<file path="src/rtl/ids_host_sequencer.sv">
// Purpose  : host-side initiator for the LTE IDS detector; frames NAS words into message SRAM, launches the detector, returns its verdict.
// Latency  : count header written 1 cycle after the last accepted word, dut_valid rises the cycle after; verdict valid 2 cycles after detector done.
// Backpress: in_ready low outside IDLE/LOAD; the verdict is held in RESULT until result_ready.
//
// Ports:
//   clk, reset_n                      clock, async active-low reset
//   in_valid/in_data/in_last/in_ready message word stream (valid/ready)
//   sram_write_*                      message SRAM write port (count at 0, payload from 1)
//   sram_read_address/sram_read_data  message SRAM read port, data one cycle after address
//   dut_valid/dut_ready               detector start request / idle-done status
//   result_valid/_code/_err/_ready    verdict output (valid/ready)
module ids_host_sequencer #(
    parameter int MAX_WORDS  = 1024,
    parameter int ADDR_WIDTH = 16,
    parameter int TIMEOUT    = 100000
) (
    input  logic                  clk,
    input  logic                  reset_n,
    input  logic                  in_valid,
    input  logic [31:0]           in_data,
    input  logic                  in_last,
    output logic                  in_ready,
    output logic                  sram_write_enable,
    output logic [ADDR_WIDTH-1:0] sram_write_address,
    output logic [31:0]           sram_write_data,
    output logic [ADDR_WIDTH-1:0] sram_read_address,
    input  logic [31:0]           sram_read_data,
    output logic                  dut_valid,
    input  logic                  dut_ready,
    output logic                  result_valid,
    output logic [7:0]            result_code,
    output logic                  result_err,
    input  logic                  result_ready
);
    localparam int                    TW       = $clog2(TIMEOUT + 1);
    localparam logic [ADDR_WIDTH-1:0] MAX_CNT  = ADDR_WIDTH'(MAX_WORDS);
    localparam logic [TW-1:0]         TMO_LAST = TW'(TIMEOUT - 1);

    typedef enum logic [2:0] {
        S_IDLE, S_LOAD, S_HDR, S_START, S_RUN, S_RD_ADDR, S_RD_DATA, S_RESULT
    } state_t;

    state_t                r_state;
    state_t                w_next;
    logic [ADDR_WIDTH-1:0] r_count;
    logic                  r_ovf;
    logic                  r_alive;
    logic [TW-1:0]         r_tmo;
    logic [7:0]            r_code;
    logic                  r_err;

    logic                  w_loading;
    logic                  w_accept;
    logic                  w_store;
    logic                  w_hdr;
    logic                  w_waiting;
    logic                  w_tmo_hit;
    logic                  w_abort;
    logic [ADDR_WIDTH-1:0] w_next_addr;
    logic                  w_rd_unused;

    // r_alive keeps in_ready low while reset is asserted even though IDLE accepts words.
    assign w_loading   = (r_state == S_IDLE) || (r_state == S_LOAD);
    assign in_ready    = r_alive && w_loading;
    assign w_accept    = in_valid && in_ready;
    // Once the frame is full, words are still accepted but dropped.
    assign w_store     = w_accept && (r_count != MAX_CNT);
    assign w_hdr       = (r_state == S_HDR);
    assign w_waiting   = (r_state == S_START) || (r_state == S_RUN);
    // >= so a START exit on the last allowed cycle still times out early in RUN.
    assign w_tmo_hit   = w_waiting && (r_tmo >= TMO_LAST);
    assign w_next_addr = r_count + ADDR_WIDTH'(1);

    assign sram_write_enable  = w_store || w_hdr;
    assign sram_write_address = w_store ? w_next_addr : '0;
    assign sram_write_data    = w_store ? in_data : (w_hdr ? 32'(r_count) : 32'd0);
    assign sram_read_address  = (r_state == S_RD_ADDR) ? w_next_addr : '0;

    assign dut_valid    = (r_state == S_START);
    assign result_valid = (r_state == S_RESULT);
    assign result_code  = r_code;
    assign result_err   = r_err;

    // Only the low byte of the verdict word carries the attack code.
    assign w_rd_unused = ^sram_read_data[31:8];

    always_comb begin
        w_next  = r_state;
        w_abort = 1'b0;
        case (r_state)
            S_IDLE, S_LOAD: begin
                if (w_accept) begin
                    w_next = in_last ? S_HDR : S_LOAD;
                end
            end
            S_HDR:   w_next = S_START;
            S_START: begin
                if (!dut_ready) begin
                    w_next = S_RUN;
                end else if (w_tmo_hit) begin
                    w_next  = S_RESULT;
                    w_abort = 1'b1;
                end
            end
            S_RUN: begin
                if (dut_ready) begin
                    w_next = S_RD_ADDR;
                end else if (w_tmo_hit) begin
                    w_next  = S_RESULT;
                    w_abort = 1'b1;
                end
            end
            S_RD_ADDR: w_next = S_RD_DATA;
            S_RD_DATA: w_next = S_RESULT;
            S_RESULT: begin
                if (result_ready) begin
                    w_next = S_IDLE;
                end
            end
            default: w_next = S_IDLE;
        endcase
    end

    always_ff @(posedge clk or negedge reset_n) begin
        if (!reset_n) begin
            r_state <= S_IDLE;
        end else begin
            r_state <= w_next;
        end
    end

    always_ff @(posedge clk or negedge reset_n) begin
        if (!reset_n) begin
            r_alive <= 1'b0;
            r_count <= '0;
            r_ovf   <= 1'b0;
            r_tmo   <= '0;
            r_code  <= 8'h00;
            r_err   <= 1'b0;
        end else begin
            r_alive <= 1'b1;
            if (w_store) begin
                r_count <= w_next_addr;
            end
            if (w_accept && !w_store) begin
                r_ovf <= 1'b1;
            end
            if (w_hdr) begin
                r_tmo <= '0;
            end else if (w_waiting) begin
                r_tmo <= r_tmo + TW'(1);
            end
            if (w_abort) begin
                r_code <= 8'hFF;
                r_err  <= 1'b1;
            end else if (r_state == S_RD_DATA) begin
                r_code <= sram_read_data[7:0];
                r_err  <= r_ovf;
            end
            if (result_valid && result_ready) begin
                r_count <= '0;
                r_ovf   <= 1'b0;
            end
        end
    end
endmodule

</file>
<file path="config.mk">
export PLATFORM = sky130hd
export DESIGN_NAME = ids_host_sequencer
export DESIGN_NICKNAME = d
export VERILOG_FILES = /design/src/rtl/ids_host_sequencer.sv
export SDC_FILE = /design/constraint.sdc
export NUM_CORES = 1
export LEC_CHECK = 0
export ABC_AREA = 1
export BUFFER_PORTS_ARGS = -buffer_cell sky130_fd_sc_hd__buf_2
export CAP_MARGIN = 15
export CORE_UTILIZATION = 51
export CTS_CLUSTER_SIZE = 40
export DETAILED_ROUTE_END_ITERATION = 8
export GPL_TIMING_DRIVEN = 0
export PLACE_DENSITY = 0.85
export SLEW_MARGIN = 20
export SYNTH_ARGS = -nofsm -noshare
export SYNTH_HDL_FRONTEND = slang
export SYNTH_SLANG_ARGS = --single-unit
</file>
<file path="constraint.sdc">
create_clock -name clk -period 2.6 [get_ports clk]
set_clock_uncertainty 0.15 [all_clocks]
set_input_delay 0.13 -clock clk [delete_from_list [all_inputs] [get_ports clk]]
set_output_delay 0.13 -clock clk [all_outputs]
set_load 0.01 [all_outputs]
</file>
; After elaboration in Yosys (flattened, before gate mapping)
; Index checks and enable logic that the tools add are counted.
[totals]
regBits = 47
latchBits = 0
ram_bits = 0
rom_bits = 0
wordCells = 62
memories = 0
[classes]
add_sub_neg = 2
multipliers = 0
div = 0
n_lt_le_gt_ge = 1
eq_ne = 10
shift = 0
n_mux = 25
bitwise_logic = 0
reduce_logical = 17
[op_table]
columns = operator, count
row1 = 16-bit 2-to-1 mux, 5
row2 = 17-bit 2-to-1 mux, 2
row3 = 32-bit 2-to-1 mux, 1
row4 = 3-bit case mux with 7 select lines, 1
row5 = "17-bit by 1-bit adder with 17-bit output, second input constant", 1
row6 = "17-bit >= comparator, second input constant", 1
row7 = "16-bit by 1-bit adder with 16-bit output, second input constant", 1
row8 = 8-bit 2-to-1 mux, 2
row9 = "16-bit by 11-bit != test with 1-bit output, second input constant", 1
row10 = 3-bit 2-to-1 mux, 5
row11 = "3-bit == test, second input constant", 4
row12 = 2-bit nonzero test, 4
row13 = 1-bit 2-to-1 mux, 7
row14 = "3-bit by 2-bit == test with 1-bit output, second input constant", 2
row15 = 1-bit logical AND, 6
row16 = "3-bit by 1-bit == test with 1-bit output, second input constant", 1
row17 = 3-bit zero test, 1
row18 = 1-bit logical OR, 3
row19 = 2-bit 2-to-1 mux, 1
row20 = "2-bit by 1-bit != test with 1-bit output, second input constant", 1
row21 = "2-bit != test, second input constant", 1
row22 = 1-bit case mux with 2 select lines, 1
row23 = 2-bit AND reduction, 1
row24 = 2-bit OR reduction, 1
row25 = 1-bit zero test, 1

; Longest topological paths before layout
[logic_depth]
word_depth = 9
ltp_mapped = 13
ltp_nobuf = 13

; Worst setup path after synthesis
; OpenSTA, ideal clock, no wires.
[synth_path]
kind = register -> output
from = register r_count[0]
to = output sram_write_data[10]
t_arrival_ns = 1.538
slack_ns = 0.782
path_stages_with_launch = 11
n_path_buf = 1
path_cell_list = dfrtp_1 > inv_1 > ha_1 > nand4_1 > nor4_1 > nand2_1 > nand2_2 > inv_2 > buf_6 > nand2_1 > o21ai_0
[synth_via]
elab_chain_len = 3
[synth_lines]
columns = item, line
row1 = from (decl), 45  ; logic [ADDR_WIDTH-1:0] r_count;
row2 = from (signal assigned), 143  ; r_count <= w_next_addr;
row3 = 16-bit by 11-bit != test with 1-bit output, 67  ; assign w_store = w_accept && (r_count != MAX_CNT);
row4 = 1-bit logical AND, 67
row5 = 32-bit 2-to-1 mux, 76  ; assign sram_write_data = w_store ? in_data : (w_hdr ? 32'(r_count) : 32'd0);
row6 = to (decl), 25  ; output logic [31:0] sram_write_data,
; No other way between the ends.

; Final worst setup path
[layout_path]
from = register r_count[1]
to = output sram_write_data[15]
; The elaborated chain is that of the path after synthesis.

==> impl_metrics.env <==
export IMPL_status="finished, final reports clean"
export IMPL_cts_buffers=5
export IMPL_routed_wl_um=8470
export IMPL_syn_num_nets=521
export IMPL_slew_headroom=0.610
export IMPL_worstPathArrival_ns=2.14
export IMPL_yosysTopAreaCellShare=0.381
export IMPL_grt_antenna_before_repair=0
export IMPL_ant_nets=0
export IMPL_fin_nets=666
export IMPL_yosysWarnings=0
export IMPL_cp_max_fo=10
export IMPL_r2r_start="r_count[1]"
export IMPL_setup_viol=0
export IMPL_grt_pass1_wl_um=13500
export IMPL_maxSlewViolCount=0
export IMPL_slowest_delay_ns=0.39
export IMPL_end_kind="primary output"
export IMPL_numPortBuffers=122
export IMPL_dpl_cell_count=642
export IMPL_post_route_period_util=0.933
export IMPL_fin_tns_setup_ns=0
export IMPL_hold_class="in2reg"
export IMPL_design_core_area_mm2=0.00568
export IMPL_path_buf_inv=4
export IMPL_multi_input_area_mm2=0.00160
export IMPL_worstPathCellList="inv_1 -> ha_1 -> nand4_1 -> nor4_2 -> nand2_1 -> nand2_4 -> inv_2 -> buf_6 -> nand2_1 -> o21ai_0 -> buf_2"
export IMPL_wl_per_cell_um=12.7
export IMPL_initial_core_util=0.544
export IMPL_fp_row_count=27
export IMPL_yosys_top_cells_area="dfrtp_1, nand2_1, nor2_1, inv_1, nand3_1"
export IMPL_cpMostUsedCell="nand2_1"
export IMPL_syn_cell_area_mm2=0.00309
export IMPL_vias=3495
export IMPL_fp_dieH_um=79.8
export IMPL_clockRootBuffer="clkbuf_8"
export IMPL_drive_gt1_frac=0.276
export IMPL_rsz0062_at_grt="no"
export IMPL_route_detailed_drc=0
export IMPL_cp_top_family="simple AND/OR/NAND/NOR gates"
export IMPL_grt_pass1_vias=3059
export IMPL_min_to="r_state[1]"
export IMPL_ys_seq_area_frac=0.381
export IMPL_period_minus_slack_ns=2.42
export IMPL_cp_data_required_time_ns=2.32
export IMPL_grt_max_degree=48
export IMPL_grt_use_total=0.270
export IMPL_globalplace_congestion=0.950
export IMPL_overflow=0
export IMPL_p_per_area_mw_per_mm2=740
export IMPL_reg2reg_depth=9
export IMPL_maxCapViolations=0
export IMPL_drt_iter0_drc=203
export IMPL_min_from="in_last"
export IMPL_yosysTopAreaCell="dfrtp_1"
export IMPL_clock_latency_ns=0.29
export IMPL_r2r_end="r_count[0]"
export IMPL_die_x_um=79.8
export IMPL_rrSetupSlack_ns=0.60
export IMPL_dieArea_mm2=0.00637
export IMPL_cts_max_path_buffers=2
export IMPL_synth_seq_cells=47
export IMPL_max_freq_mhz=412
export IMPL_fillCellCount=483
export IMPL_worstHoldPathCells=5
export IMPL_netlist_instances=448
export IMPL_seq_area_mm2=0.00118
export IMPL_cp_slowest_cell="dfrtp_1"
export IMPL_criticalPathCategory="reg2out"
export IMPL_firstDrtPassIters=5
export IMPL_stdcell_count=666
export IMPL_antennaDiodeCount=0
export IMPL_area_growth_synth_to_final_pct=30.6
export IMPL_htreeDepth=2
export IMPL_ioPinCount=147
export IMPL_p_leak_nw=2.23
export IMPL_ir_drop_mv=0.682
export IMPL_syn_avg_cell_area_um2=6.90
export IMPL_hold_violations=0
export IMPL_clock_sinks=47
export IMPL_start_kind="flip-flop"
export IMPL_vias_per_cell=5.25
export IMPL_worst_pin_slew_ns=0.585
export IMPL_hpwl_um=6470
export IMPL_cts_tree="yes"
export IMPL_path_clk_slew_ns=0.08
export IMPL_synth_distinct_cells=43
-- timing repair --
item / CTS / global route
gates cloned: 0 / 0
hold endpoints to repair: 57 / 0
endpoints found under the setup margin: 1 / 18
buffers inserted: 0 / 5
hold buffers: 11 / 0
pin swaps: 0 / 2
resized for setup: 1 / 3
-- logic make-up after synthesis --
logic type | count (synthesis) | share of synthesized area
AND/OR/NAND/NOR | 236 | 0.340
buffers and inverters | 80 | 0.104
AO/OA/AOI/OAI | 70 | 0.130
flip-flops | 47 | 0.381
XOR/XNOR | 10 | 0.0284
adder cells (fa/ha/maj) | 3 | 0.0122
other | 1 | 0.00121
multiplexers | 1 | 0.00324
-- per-layer routing --
metal,routed length [um],GRT usage,share of wire
met3,536,0.0400,0.063
met2,4080,0.478,0.48
met1,3770,0.345,0.45
met5,0,0,0
met4,78,0.0661,0.0092
-- worst max path at each step --
stage / startpoint / endpoint / slack [ns] / cells past startpoint
6_report: r_count[1] / sram_write_data[15] / 0.18 / 11
4_1_cts: r_count[0] / sram_write_data[15] / 0.05 / 11
2_1_floorplan: r_count[0] / sram_write_data[10] / 0.78 / 10
5_1_grt: r_count[1] / sram_write_data[10] / 0.004 / 11
3_3_place_gp: r_count[0] / sram_write_data[6] / 0.35 / 11
3_5_place_dp: r_count[0] / sram_write_data[15] / 0.32 / 11
-- synth_stat cells --
master    instances
nor2_2            2
nor4_1            3
buf_6             1
a32o_1            1
o21a_1            1
inv_1            62
nor4_4            1
a22oi_1           2
o21ai_1           6
o21ai_0          31
ha_1              3
nand4_1          10
nor3b_1           1
o22ai_2           1
or2_2             1
buf_2             5
nand3_2           1
clkbuf_1          3
nand3b_1          1
nand2_2           3
nor3_1           10
dfrtp_1          47
nand3_1          35
o31a_1            1
buf_4             2
o31ai_1           1
nor3_2            2
mux2i_1           1
nand2_1         101
a21boi_0          1
o22ai_1           9
nor2_1           63
a22o_1            1
o21ai_2           1
xor2_1           10
clkinv_1          1
conb_1            1
nor2_4            1
a21oi_1          11
inv_2             6
nor3b_2           1
a31oi_1           2
a21o_1            1
-- sequential cells by signal, summed over array words and instances (netlist names) --
register / flops
result_code: 8
r_alive: 1
result_err: 1
r_count: 16
r_ovf: 1
r_tmo: 17
r_state: 3
-- tightest hold or removal path: cells and delay by family --
kind / cells / cell delay (ns)
and+or+nand+nor: 4 / 0.31
buffers and inverters: 1 / 0.08
-- stage by stage --
| stage | area (um2) | setup slack (ns) | utilization | total power [W] | hold slack [ns] |
|---|---|---|---|---|---|
| global route | 4030 | 0.00402 | 0.711 | 0.00324 | 0.121 |
| global placement | 3790 | 0.346 | 0.668 | 0.00247 | 0.183 |
| CTS | 3990 | 0.0532 | 0.702 | 0.00295 | 0.0849 |
| finish | 4030 | 0.175 | 0.711 | 0.00298 | 0.0975 |
| detailed placement | 3790 | 0.321 | 0.668 | 0.00251 | 0.193 |
| floorplan | 3090 | 0.782 | - | 0.00204 | -0.316 |
-- cell type report --
class,instances,share of cell area
Multi-Input combinational cell,321,0.397
Sequential cell,47,0.292
Timing Repair Buffer,138,0.189
Inverter,69,0.0642
Tap cell,72,0.0223
Clock buffer,7,0.0189
Buffer,11,0.0155
Clock inverter,1,0.00124
-- power by group --
group          total, W  internal, W  switching [W]
Sequential      0.00109     0.000925       0.000167
Clock          0.000417     0.000189       0.000228
Combinational   0.00147     0.000504       0.000970
-- cells in the final DEF (no fill, tap or decap), drive strengths merged --
master	Yosys	routed
dlygate4sd3	0	11
buf	8	135
xor2	10	10
nand3b	1	1
a32o	1	1
nor2	66	66
nor3	12	12
o22ai	10	10
a21boi	1	1
nand2	104	104
o21a	1	1
mux2i	1	1
a22oi	2	2
a21o	1	1
o31a	1	1
conb	1	1
nor3b	2	2
inv	68	68
nand4	10	10
ha	3	3
clkinv	1	2
or2	1	1
a21oi	11	11
dfrtp	47	47
o21ai	38	38
nand3	36	36
a31oi	2	2
o31ai	1	1
a22o	1	1
clkbuf	3	10
nor4	4	4
(Power assumes the default switching activity.)
